$ cat config.mk
export PLATFORM = sky130hd
export DESIGN_NAME = lt16_soc_top
export DESIGN_NICKNAME = d
export VERILOG_FILES = /design/src/rtl/lt16_soc_top.sv
export SDC_FILE = /design/constraint.sdc
export NUM_CORES = 1
export LEC_CHECK = 0
export CAP_MARGIN = 25
export CORE_ASPECT_RATIO = 2
export CORE_MARGIN = 4
export CORE_UTILIZATION = 63
export DETAILED_ROUTE_END_ITERATION = 8
export GPL_TIMING_DRIVEN = 0
export PLACE_DENSITY = 0.84
export SYNTH_ARGS = -nofsm -noshare
export SYNTH_HDL_FRONTEND = slang
export SYNTH_HIERARCHICAL = 1
export SYNTH_SLANG_ARGS = --single-unit
$ cat constraint.sdc
create_clock -name clk_sys -period 4.3 [get_ports clk_sys]
set_input_delay 0.86 -clock clk_sys [delete_from_list [all_inputs] [get_ports clk_sys]]
set_output_delay 0.86 -clock clk_sys [all_outputs]
set_load 0.005 [all_outputs]
$ cat src/rtl/lt16_soc_top.sv
// lt16soc board control block: input synchronisers, test-IRQ event counters,
// pending flag, heartbeat timer and a switch-selected LED status view.

module lt16_irq_cnt #(
  parameter int W = 8
) (
  input  logic         clk,
  input  logic         rst,
  input  logic         i_rise,
  input  logic         i_clr,
  output logic [W-1:0] o_cnt
);
  logic [W-1:0] r_cnt;

  // A clear coinciding with a rise keeps that rise as the first new count.
  always_ff @(posedge clk) begin
    if (!rst)        r_cnt <= '0;
    else if (i_clr)  r_cnt <= W'(i_rise);
    else if (i_rise) r_cnt <= r_cnt + 1'b1;
  end

  assign o_cnt = r_cnt;
endmodule

module lt16_soc_top #(
  parameter logic RST_ACTIVE_HIGH  = 1'b0,
  parameter int   HEARTBEAT_CYCLES = 1000
) (
  input  logic       clk_sys,
  input  logic       rst,
  input  logic [1:0] btn,
  input  logic [7:0] sw,
  input  logic       test_irq0,
  input  logic       test_irq1,
  output logic [7:0] led
);
  localparam int          NUM_IRQ = 2;
  localparam int          IN_W    = 8 + 2 + NUM_IRQ;
  localparam logic [23:0] HB_LAST = 24'(HEARTBEAT_CYCLES - 1);

  logic [IN_W-1:0]              r_meta, r_sync;
  logic [3:0]                   r_prev;
  logic [3:0]                   w_rise;
  logic [7:0]                   w_s_sw;
  logic [NUM_IRQ-1:0][7:0]      w_irq_cnt;
  logic                         r_pend;
  logic [23:0]                  r_hb_cnt;
  logic                         r_hb;
  logic [7:0]                   r_up_cnt;
  logic                         w_hb_wrap;
  logic [5:0]                   w_view;
  logic                         w_unused;

  // Packed as {irq1, irq0, btn[1:0], sw[7:0]} so edge bits sit on top.
  always_ff @(posedge clk_sys) begin
    if (!rst) begin
      r_meta <= '0;
      r_sync <= '0;
      r_prev <= '0;
    end else begin
      r_meta <= {test_irq1, test_irq0, btn, sw};
      r_sync <= r_meta;
      r_prev <= r_sync[IN_W-1:8];
    end
  end

  assign w_s_sw = r_sync[7:0];
  // w_rise = {irq1, irq0, btn1, btn0}
  assign w_rise = r_sync[IN_W-1:8] & ~r_prev;

  for (genvar i = 0; i < NUM_IRQ; i++) begin : g_irq
    lt16_irq_cnt #(.W(8)) u_cnt (
      .clk    (clk_sys),
      .rst    (rst),
      .i_rise (w_rise[2+i]),
      .i_clr  (w_rise[1]),
      .o_cnt  (w_irq_cnt[i])
    );
  end

  always_ff @(posedge clk_sys) begin
    if (!rst)              r_pend <= 1'b0;
    else if (|w_rise[3:2]) r_pend <= 1'b1;
    else if (w_rise[0])    r_pend <= 1'b0;
  end

  assign w_hb_wrap = (r_hb_cnt == HB_LAST);

  always_ff @(posedge clk_sys) begin
    if (!rst) begin
      r_hb_cnt <= '0;
      r_hb     <= 1'b0;
      r_up_cnt <= '0;
    end else if (w_hb_wrap) begin
      r_hb_cnt <= '0;
      r_hb     <= ~r_hb;
      r_up_cnt <= r_up_cnt + 1'b1;
    end else begin
      r_hb_cnt <= r_hb_cnt + 1'b1;
    end
  end

  always_comb begin
    w_view = w_s_sw[5:0];
    case (w_s_sw[7:6])
      2'b01:   w_view = w_irq_cnt[0][5:0];
      2'b10:   w_view = w_irq_cnt[1][5:0];
      2'b11:   w_view = r_up_cnt[5:0];
      default: w_view = w_s_sw[5:0];
    endcase
  end

  always_ff @(posedge clk_sys) begin
    if (!rst) led <= '0;
    else      led <= {r_hb, r_pend, w_view};
  end

  // Legacy polarity parameter and counter tops never reach the LEDs.
  assign w_unused = ^{RST_ACTIVE_HIGH, w_irq_cnt[0][7:6], w_irq_cnt[1][7:6],
                      r_up_cnt[7:6]};
endmodule

### Yosys cells after proc, flatten, opt, wreduce, memory -nomap -nowiden

Cells that the tools add are included.
Widths: inputs -> output; s select.

* reduce and logical (&&, ||, !) cells: 6
* equal/unequal tests: 4
* bitwise logic cells: 4
* multiplexer cells: 7
* add/subtract/negate cells: 4

Operators with widths (count)
* $add 24x1->24 const B: 1
* $add 8x1->8 const B: 3
* $eq 24x10->1 const B: 1
* $pmux 6 s3: 1
* $mux 1: 6
* $reduce_bool 2->1: 3
* $reduce_or 2->1: 3
* $and 4x4->4: 1
* $eq 2x2->1 const B: 2
* $not 4->4: 1
* $eq 2x1->1 const B: 1
* $not 1->1: 2

* logic and storage cells: 37
* bits of input ports: 14
* flip-flop bits (word level): 86

### Logic depth before layout (Yosys ltp)

Gate-level depths: netlist of the first run.

* depth after elaboration: 4
* gate-level depth with buffers: 6
* depth with buffers taken out: 5

### By module

The synthesis of the first run kept the hierarchy.

By module, submodules not included
* lt16_soc_top: cells an instance 271, instances 1, area each 2721.4 um^2
* lt16_irq_cnt: cells an instance 36, instances 2, area each 336.6 um^2

### Worst setup path before layout of the first run

OpenSTA, ideal clock, no wires.

* path kind: register -> register
* from: register r_hb_cnt[5]
* to: register r_hb_cnt[23]
* cell stages (with the launch flop): 6
* setup slack: 2441 ps
* arrival: 1788 ps
* setup time: 70 ps
* clock period less this slack: 1859 ps
* cells stage by stage: dfxtp_1 -> nand3_4 -> or4_1 -> buf_2 -> or4_1 -> a21oi_1

* longest elaborated chain between the ends: 2
* elaborated cells between the ends (all ways): 3
* those cells by class: add/sub: 1; eq/ne: 1; reduce/logical: 1

RTL lines
* start: declaration: RTL line 47 `logic [23:0] r_hb_cnt;`
* start signal: assignment: RTL line 99 `r_hb_cnt <= r_hb_cnt + 1'b1;`
* branches (longest 2 deep; another with $add 24x1->24)

Parallel ways; which one is timed is not known.
A chain may end at the register's enable or synchronous reset.

### Worst setup path in the final report of the first run

* from: register r_hb_cnt[17]
* to: register r_hb_cnt[4]

* longest elaborated chain between the ends: 2

RTL lines
* $eq 24x10->1: RTL line 87 `assign w_hb_wrap = (r_hb_cnt == HB_LAST);`
* $reduce_or 2->1 (no line)

Every way passes these cells.

==> metrics.txt, run 1 <==
# TYPE chip_impl_metric gauge
chip_impl_metric{name="cts_post_setup_buffers_inserted",unit=""} 0
chip_impl_metric{name="slew_headroom",unit="%"} 51.3
chip_impl_metric{name="power.share.clock",unit="%"} 42.6
chip_impl_metric{name="drtPass1Iterations",unit=""} 4
chip_impl_metric{name="floorplan.initialDensity",unit="%"} 65.8
chip_impl_metric{name="sequential_cell_area",unit="mm^2"} 0.00160
chip_impl_info{name="unrepaired_setup_endpoints_after_global_routing",value="false"} 1
chip_impl_metric{name="combinationalPowerShare",unit="%"} 4.3
chip_impl_metric{name="layout_worst_path_cycle_share",unit="%"} 54.2
chip_impl_metric{name="num_vias",unit=""} 2486
chip_impl_metric{name="max_cap_violations",unit=""} 0
chip_impl_metric{name="dp_slack",unit="ps"} 1810
chip_impl_metric{name="mappedNetlistNets",unit=""} 341
chip_impl_metric{name="synth_area_per_inst",unit="um^2"} 10.0
chip_impl_metric{name="cp_max_fo",unit=""} 10
chip_impl_metric{name="hpwlAfterDp",unit="um"} 5080
chip_impl_metric{name="cts_hold_buffers",unit=""} 0
chip_impl_info{name="tritoncts",value="yes"} 1
chip_impl_metric{name="report.final.setup_viol",unit=""} 0
chip_impl_metric{name="area_growth_synth_to_finish",unit="%"} 15.7
chip_impl_metric{name="synthesis.instances",unit=""} 323
chip_impl_info{name="setup.worst_path.class",value="reg2reg"} 1
chip_impl_metric{name="n_fill_cell",unit=""} 351
chip_impl_metric{name="skew",unit="ps"} 4.97
chip_impl_metric{name="power_report.internal_total",unit="W"} 0.00112
chip_impl_metric{name="path_clk_slew",unit="ps"} 90
chip_impl_metric{name="insertion_delay",unit="ps"} 340
chip_impl_metric{name="gr-total-overflow",unit=""} 0
chip_impl_metric{name="tightestPinTransition",unit="ps"} 729
chip_impl_metric{name="vdd.ir_drop.worst",unit="mV"} 0.398
chip_impl_metric{name="placement.io_buffers",unit=""} 21
chip_impl_info{name="status",value="complete, no violations"} 1
chip_impl_metric{name="static-leakage-power",unit="nW"} 1.32
chip_impl_metric{name="grt_util_all_layers",unit="%"} 24.5
chip_impl_metric{name="p_switching",unit="W"} 0.000320
chip_impl_metric{name="drc_errors",unit=""} 0
chip_impl_metric{name="place_congestion",unit=""} 0.901
chip_impl_metric{name="report.final.slew_viol_count",unit=""} 0
chip_impl_metric{name="die_width",unit="um"} 58.6
chip_impl_metric{name="avgRoutedWirePerCell",unit="um"} 16.8
chip_impl_info{name="holdCritPathClass",value="reg2reg"} 1
chip_impl_metric{name="tns",unit="ps"} 0
chip_impl_metric{name="cts_buffers",unit=""} 9
chip_impl_metric{name="ioPinCount",unit=""} 22
chip_impl_metric{name="clkSinkCount",unit=""} 80
chip_impl_metric{name="vias_per_cell",unit=""} 5.96
chip_impl_metric{name="arrival_time_reported_for_the_critical_path_endpoint",unit="ps"} 2540
chip_impl_metric{name="antenna_cells",unit=""} 0
chip_impl_metric{name="powerDensity",unit="mW/mm^2"} 387
chip_impl_metric{name="postRouteWirelength",unit="um"} 7030
chip_impl_metric{name="placementRows",unit=""} 36
chip_impl_info{name="layout_common_cells",value="sky130_fd_sc_hd__dfxtp_1, sky130_fd_sc_hd__and2_1, sky130_fd_sc_hd__nor2_1"} 1
chip_impl_metric{name="die_height",unit="um"} 109
chip_impl_metric{name="grt_max_degree",unit=""} 16
chip_impl_metric{name="route.antenna.remaining_nets",unit=""} 0
chip_impl_metric{name="synth_area",unit="mm^2"} 0.00323
chip_impl_metric{name="timing_hold_violations_final",unit=""} 0
chip_impl_metric{name="dieArea",unit="mm^2"} 0.00640
chip_impl_info{name="crit_family",value="simple AND/OR/NAND/NOR gates"} 1
chip_impl_metric{name="h-tree-depth",unit=""} 3
chip_impl_metric{name="final_period_minus_worst_setup_slack",unit="ps"} 2330
chip_impl_metric{name="data_required_critical_path",unit="ps"} 4510
chip_impl_metric{name="global_route_wire_length_before_repair",unit="um"} 11800
chip_impl_metric{name="final_layout_size_suffix_gt1_share",unit="%"} 9.72
chip_impl_metric{name="area_of_the_multi_input_gates",unit="mm^2"} 0.00151
chip_impl_info{name="root_buffer",value="sky130_fd_sc_hd__clkbuf_8"} 1
chip_impl_metric{name="worst_hold_slack",unit="ps"} 439
chip_impl_metric{name="ys.warnings.count",unit=""} 6
chip_impl_info{name="timing.critical_path.cells",value="nor4_1, nand4_1, o21ai_1, clkbuf_1, nor2_1"} 1
chip_impl_metric{name="fin_nets",unit=""} 373
chip_impl_info{name="end_kind",value="register"} 1
chip_impl_metric{name="max-clock-path-buffers",unit=""} 2
chip_impl_metric{name="slowest_delay",unit="ps"} 520
chip_impl_metric{name="drt_first_iter_violations",unit=""} 74
chip_impl_metric{name="critPathBufInv",unit=""} 1
chip_impl_info{name="crit_slowest_cell",value="sky130_fd_sc_hd__nor4_1"} 1
chip_impl_metric{name="power.share.sequential",unit="%"} 53.1
chip_impl_metric{name="postCtsResizedCells",unit=""} 0
chip_impl_metric{name="core_area",unit="mm^2"} 0.00491
chip_impl_metric{name="first_global_vias",unit=""} 2590
chip_impl_metric{name="maxClockFrequency",unit="GHz"} 0.429
chip_impl_metric{name="switching_share",unit="%"} 22.2
chip_impl_metric{name="number_of_antenna_violations_at_the_first_check_in_global_routing",unit=""} 0
chip_impl_info{name="layout.cells.most_common",value="sky130_fd_sc_hd__dfxtp_1"} 1
chip_impl_info{name="critPathLaunchType",value="register"} 1
chip_impl_metric{name="postLayoutSetupSlackWorst",unit="ps"} 1970
flip-flops by register name, indices dropped and copies added, names as in the netlist:
| signal | cells |
|---|---|
| r_sync | 12 |
| r_pend | 1 |
| r_meta | 12 |
| r_prev | 4 |
| r_up_cnt | 6 |
| r_hb | 1 |
| r_hb_cnt | 24 |
| g_irq.u_cnt/o_cnt | 12 |
| led | 8 |
power by group through the flow:
stage	clock, W	combinational (W)	sequential, W
after floorplan	0	0.0000365	0.000781
after global placement	0	0.0000610	0.000784
after detailed placement	0	0.0000625	0.000785
after CTS	0.000623	0.0000638	0.000767
after global routing	0.000653	0.0000694	0.000769
final	0.000615	0.0000626	0.000767
cell type report:
type | instances | share of cell area [%]
sequential | 80 | 42.9
tap | 57 | 1.91
clock inverter | 7 | 2.75
timing repair buffer | 21 | 5.62
clock buffer | 9 | 3.31
buffer | 13 | 2.44
multi-input combinational | 222 | 40.3
inverter | 8 | 0.803
worst paths after layout:
check	start	end	slack (ps)	cells after the start
max	r_hb_cnt[17]	r_hb_cnt[4]	1970	5
min	r_meta[5]	r_sync[5]	440	1
max reg2reg	r_hb_cnt[17]	r_hb_cnt[4]	1970	5
min reg2reg	r_meta[5]	r_sync[5]	440	1
metrics by stage:
stage | instances | cell area [um^2] | total power, W | util (%)
6_report | 417 | 3740 | 0.00144 | 76.1
2_1_floorplan | 323 | 3230 | 0.000818 | -
3_5_place_dp | 401 | 3510 | 0.000847 | 71.5
4_1_cts | 417 | 3740 | 0.00145 | 76.1
3_3_place_gp | 401 | 3510 | 0.000845 | 71.5
5_1_grt | 417 | 3740 | 0.00149 | 76.1
worst register-to-register path: cells and delay by family (launching register included):
kind,cells,cell delay (ps)
DFF,1,390
buffers and inverters,1,490
and+or+nand+nor,3,910
AOI/OAI and AO/OA,1,410
metal layers:
metal | vias up | wire (um) | GRT usage [%]
met4 | 0 | 283 | 11.7
met3 | 21 | 213 | 5.09
met2 | 61 | 4070 | 48.4
met1 | 1187 | 2460 | 22.4
li1 | 1217 | - | -
met5 | - | 0 | 0
Power figures use the tool's default switching activity.
==> inputs of run 2 (changes only) <==
Settings changed: CORE_UTILIZATION 63 to 58, PLACE_DENSITY 0.84 to 0.78.
Clock period 4.3 ns to 2.23 ns, I/O delays scaled along.
==> metrics.txt, run 2 (synthesis results as in run 1) <==
# TYPE chip_impl_metric gauge
chip_impl_metric{name="h-tree-depth",unit=""} 3
chip_impl_metric{name="clkSinkCount",unit=""} 80
chip_impl_metric{name="max_cap_violations",unit=""} 0
chip_impl_metric{name="num_vias",unit=""} 2472
chip_impl_metric{name="arrival_time_reported_for_the_critical_path_endpoint",unit="ps"} 2330
chip_impl_metric{name="drt_first_iter_violations",unit=""} 87
chip_impl_metric{name="route.antenna.remaining_nets",unit=""} 0
chip_impl_metric{name="tightestPinTransition",unit="ps"} 677
chip_impl_metric{name="fin_nets",unit=""} 374
chip_impl_metric{name="largest_reg_flops",unit=""} 24
chip_impl_metric{name="powerDensity",unit="mW/mm^2"} 725
chip_impl_info{name="setup.worst_path.class",value="reg2reg"} 1
chip_impl_metric{name="max-clock-path-buffers",unit=""} 2
chip_impl_metric{name="drc_errors",unit=""} 0
chip_impl_info{name="status",value="complete, no violations"} 1
chip_impl_metric{name="hpwlAfterDp",unit="um"} 5150
chip_impl_info{name="holdCritPathClass",value="reg2reg"} 1
chip_impl_info{name="layout_common_cells",value="sky130_fd_sc_hd__dfxtp_1, sky130_fd_sc_hd__and2_1, sky130_fd_sc_hd__nor2_1"} 1
chip_impl_info{name="end_kind",value="register"} 1
chip_impl_metric{name="first_global_vias",unit=""} 2509
chip_impl_info{name="tritoncts",value="yes"} 1
chip_impl_metric{name="cts_buffers",unit=""} 9
chip_impl_metric{name="placementRows",unit=""} 38
chip_impl_metric{name="floorplan.initialDensity",unit="%"} 59.6
chip_impl_info{name="critPathLaunchType",value="register"} 1
chip_impl_info{name="layout.cells.most_common",value="sky130_fd_sc_hd__dfxtp_1"} 1
chip_impl_metric{name="number_of_antenna_violations_at_the_first_check_in_global_routing",unit=""} 0
chip_impl_metric{name="layout_worst_path_cycle_share",unit="%"} 91.5
chip_impl_metric{name="grt_max_degree",unit=""} 16
chip_impl_metric{name="dp_slack",unit="ps"} 67.8
chip_impl_metric{name="cp_max_fo",unit=""} 8
chip_impl_metric{name="final_period_minus_worst_setup_slack",unit="ps"} 2040
chip_impl_metric{name="antenna_cells",unit=""} 0
chip_impl_metric{name="avgRoutedWirePerCell",unit="um"} 16.1
chip_impl_metric{name="gr-total-overflow",unit=""} 0
chip_impl_metric{name="timing_hold_violations_final",unit=""} 0
chip_impl_info{name="root_buffer",value="sky130_fd_sc_hd__clkbuf_8"} 1
chip_impl_metric{name="placement.io_buffers",unit=""} 21
chip_impl_metric{name="area_growth_synth_to_finish",unit="%"} 15.8
chip_impl_metric{name="vias_per_cell",unit=""} 5.87
chip_impl_metric{name="die_width",unit="um"} 60.8
chip_impl_metric{name="report.final.slew_viol_count",unit=""} 0
chip_impl_metric{name="grt_util_all_layers",unit="%"} 22.4
chip_impl_metric{name="core_area",unit="mm^2"} 0.00542
chip_impl_metric{name="data_required_critical_path",unit="ps"} 2520
chip_impl_metric{name="drtPass1Iterations",unit=""} 4
chip_impl_metric{name="vdd.ir_drop.worst",unit="mV"} 0.645
chip_impl_metric{name="tns",unit="ps"} 0
chip_impl_metric{name="skew",unit="ps"} 12.5
chip_impl_metric{name="maxClockFrequency",unit="GHz"} 0.490
chip_impl_metric{name="place_congestion",unit=""} 0.878
chip_impl_metric{name="postRouteWirelength",unit="um"} 6800
chip_impl_metric{name="postLayoutSetupSlackWorst",unit="ps"} 190
chip_impl_metric{name="static-leakage-power",unit="nW"} 1.32
chip_impl_metric{name="slew_headroom",unit="%"} 54.8
chip_impl_metric{name="ioPinCount",unit=""} 22
chip_impl_metric{name="die_height",unit="um"} 114
chip_impl_metric{name="global_route_wire_length_before_repair",unit="um"} 11400
chip_impl_metric{name="dieArea",unit="mm^2"} 0.00690
chip_impl_info{name="top_register",value="r_hb_cnt"} 1
chip_impl_metric{name="path_clk_slew",unit="ps"} 90
chip_impl_metric{name="final_layout_size_suffix_gt1_share",unit="%"} 10.8
chip_impl_metric{name="report.final.setup_viol",unit=""} 0
chip_impl_metric{name="insertion_delay",unit="ps"} 360
==> run 2: layout make-up <==
class / instances / area (um^2)
Tap cell: 60 / 75.1
Multi-Input combinational cell: 222 / 1510
Inverter: 8 / 30.0
Clock buffer: 10 / 138
Buffer: 13 / 93.8
Clock inverter: 6 / 73.8
Fill cell: 434 / 1680
Sequential cell: 80 / 1600
Timing Repair Buffer: 22 / 218
==> run 2: worst paths after layout <==
kind / startpoint / to / slack [ps] / cells after the start
hold reg to reg: r_meta[3] / r_sync[3] / 440 / 1
hold / removal: r_meta[3] / r_sync[3] / 440 / 1
setup / recovery: r_hb_cnt[0] / r_up_cnt[5] / 190 / 6
setup reg to reg: r_hb_cnt[0] / r_up_cnt[5] / 190 / 6
==> run 2: metrics by stage <==
stage,utilization [%],total power (W),std cells,cell area (um^2),hold slack [ps]
floorplan,-,0.00158,323,3230,410
global placement,64.8,0.00163,404,3510,418
detailed placement,64.8,0.00163,404,3510,419
CTS,68.7,0.00274,420,3730,438
global route,69.0,0.00282,421,3740,456
finish,69.0,0.00271,421,3740,436
==> run 2: where the power goes <==
part / total, W / switching (W) / internal [W]
Sequential: 0.00148 / 0.0000168 / 0.00146
Combinational: 0.000120 / 0.0000534 / 0.0000666
Clock: 0.00111 / 0.000551 / 0.000561
Total: 0.00271 / 0.000621 / 0.00209
==> run 2: worst max-delay path, cell delays in order (launching register included) <==
cell and delay [ps]:
sky130_fd_sc_hd__dfxtp_1 400, sky130_fd_sc_hd__ha_2 290, sky130_fd_sc_hd__nor4bb_1 300, sky130_fd_sc_hd__nand4_1 140, sky130_fd_sc_hd__buf_4 180, sky130_fd_sc_hd__or4_1 500, sky130_fd_sc_hd__a21oi_1 160
==> run 2: per-layer routing <==
metal / vias up / share of wire (%) / GRT usage [%]
li1: 1220 / - / -
met1: 1194 / 34 / 20.8
met2: 39 / 59 / 41.2
met3: 19 / 2.7 / 5.89
met4: 0 / 3.5 / 12.6
met5: - / 0 / 0
==> run 2: repair_timing <==
action                                  4_1_cts  5_1_grt
gates resized for setup                       0        5
buffers inserted                              0        1
hold buffers                                  0        0
hold endpoints to repair                      0        0
endpoints found under the setup margin        0       24
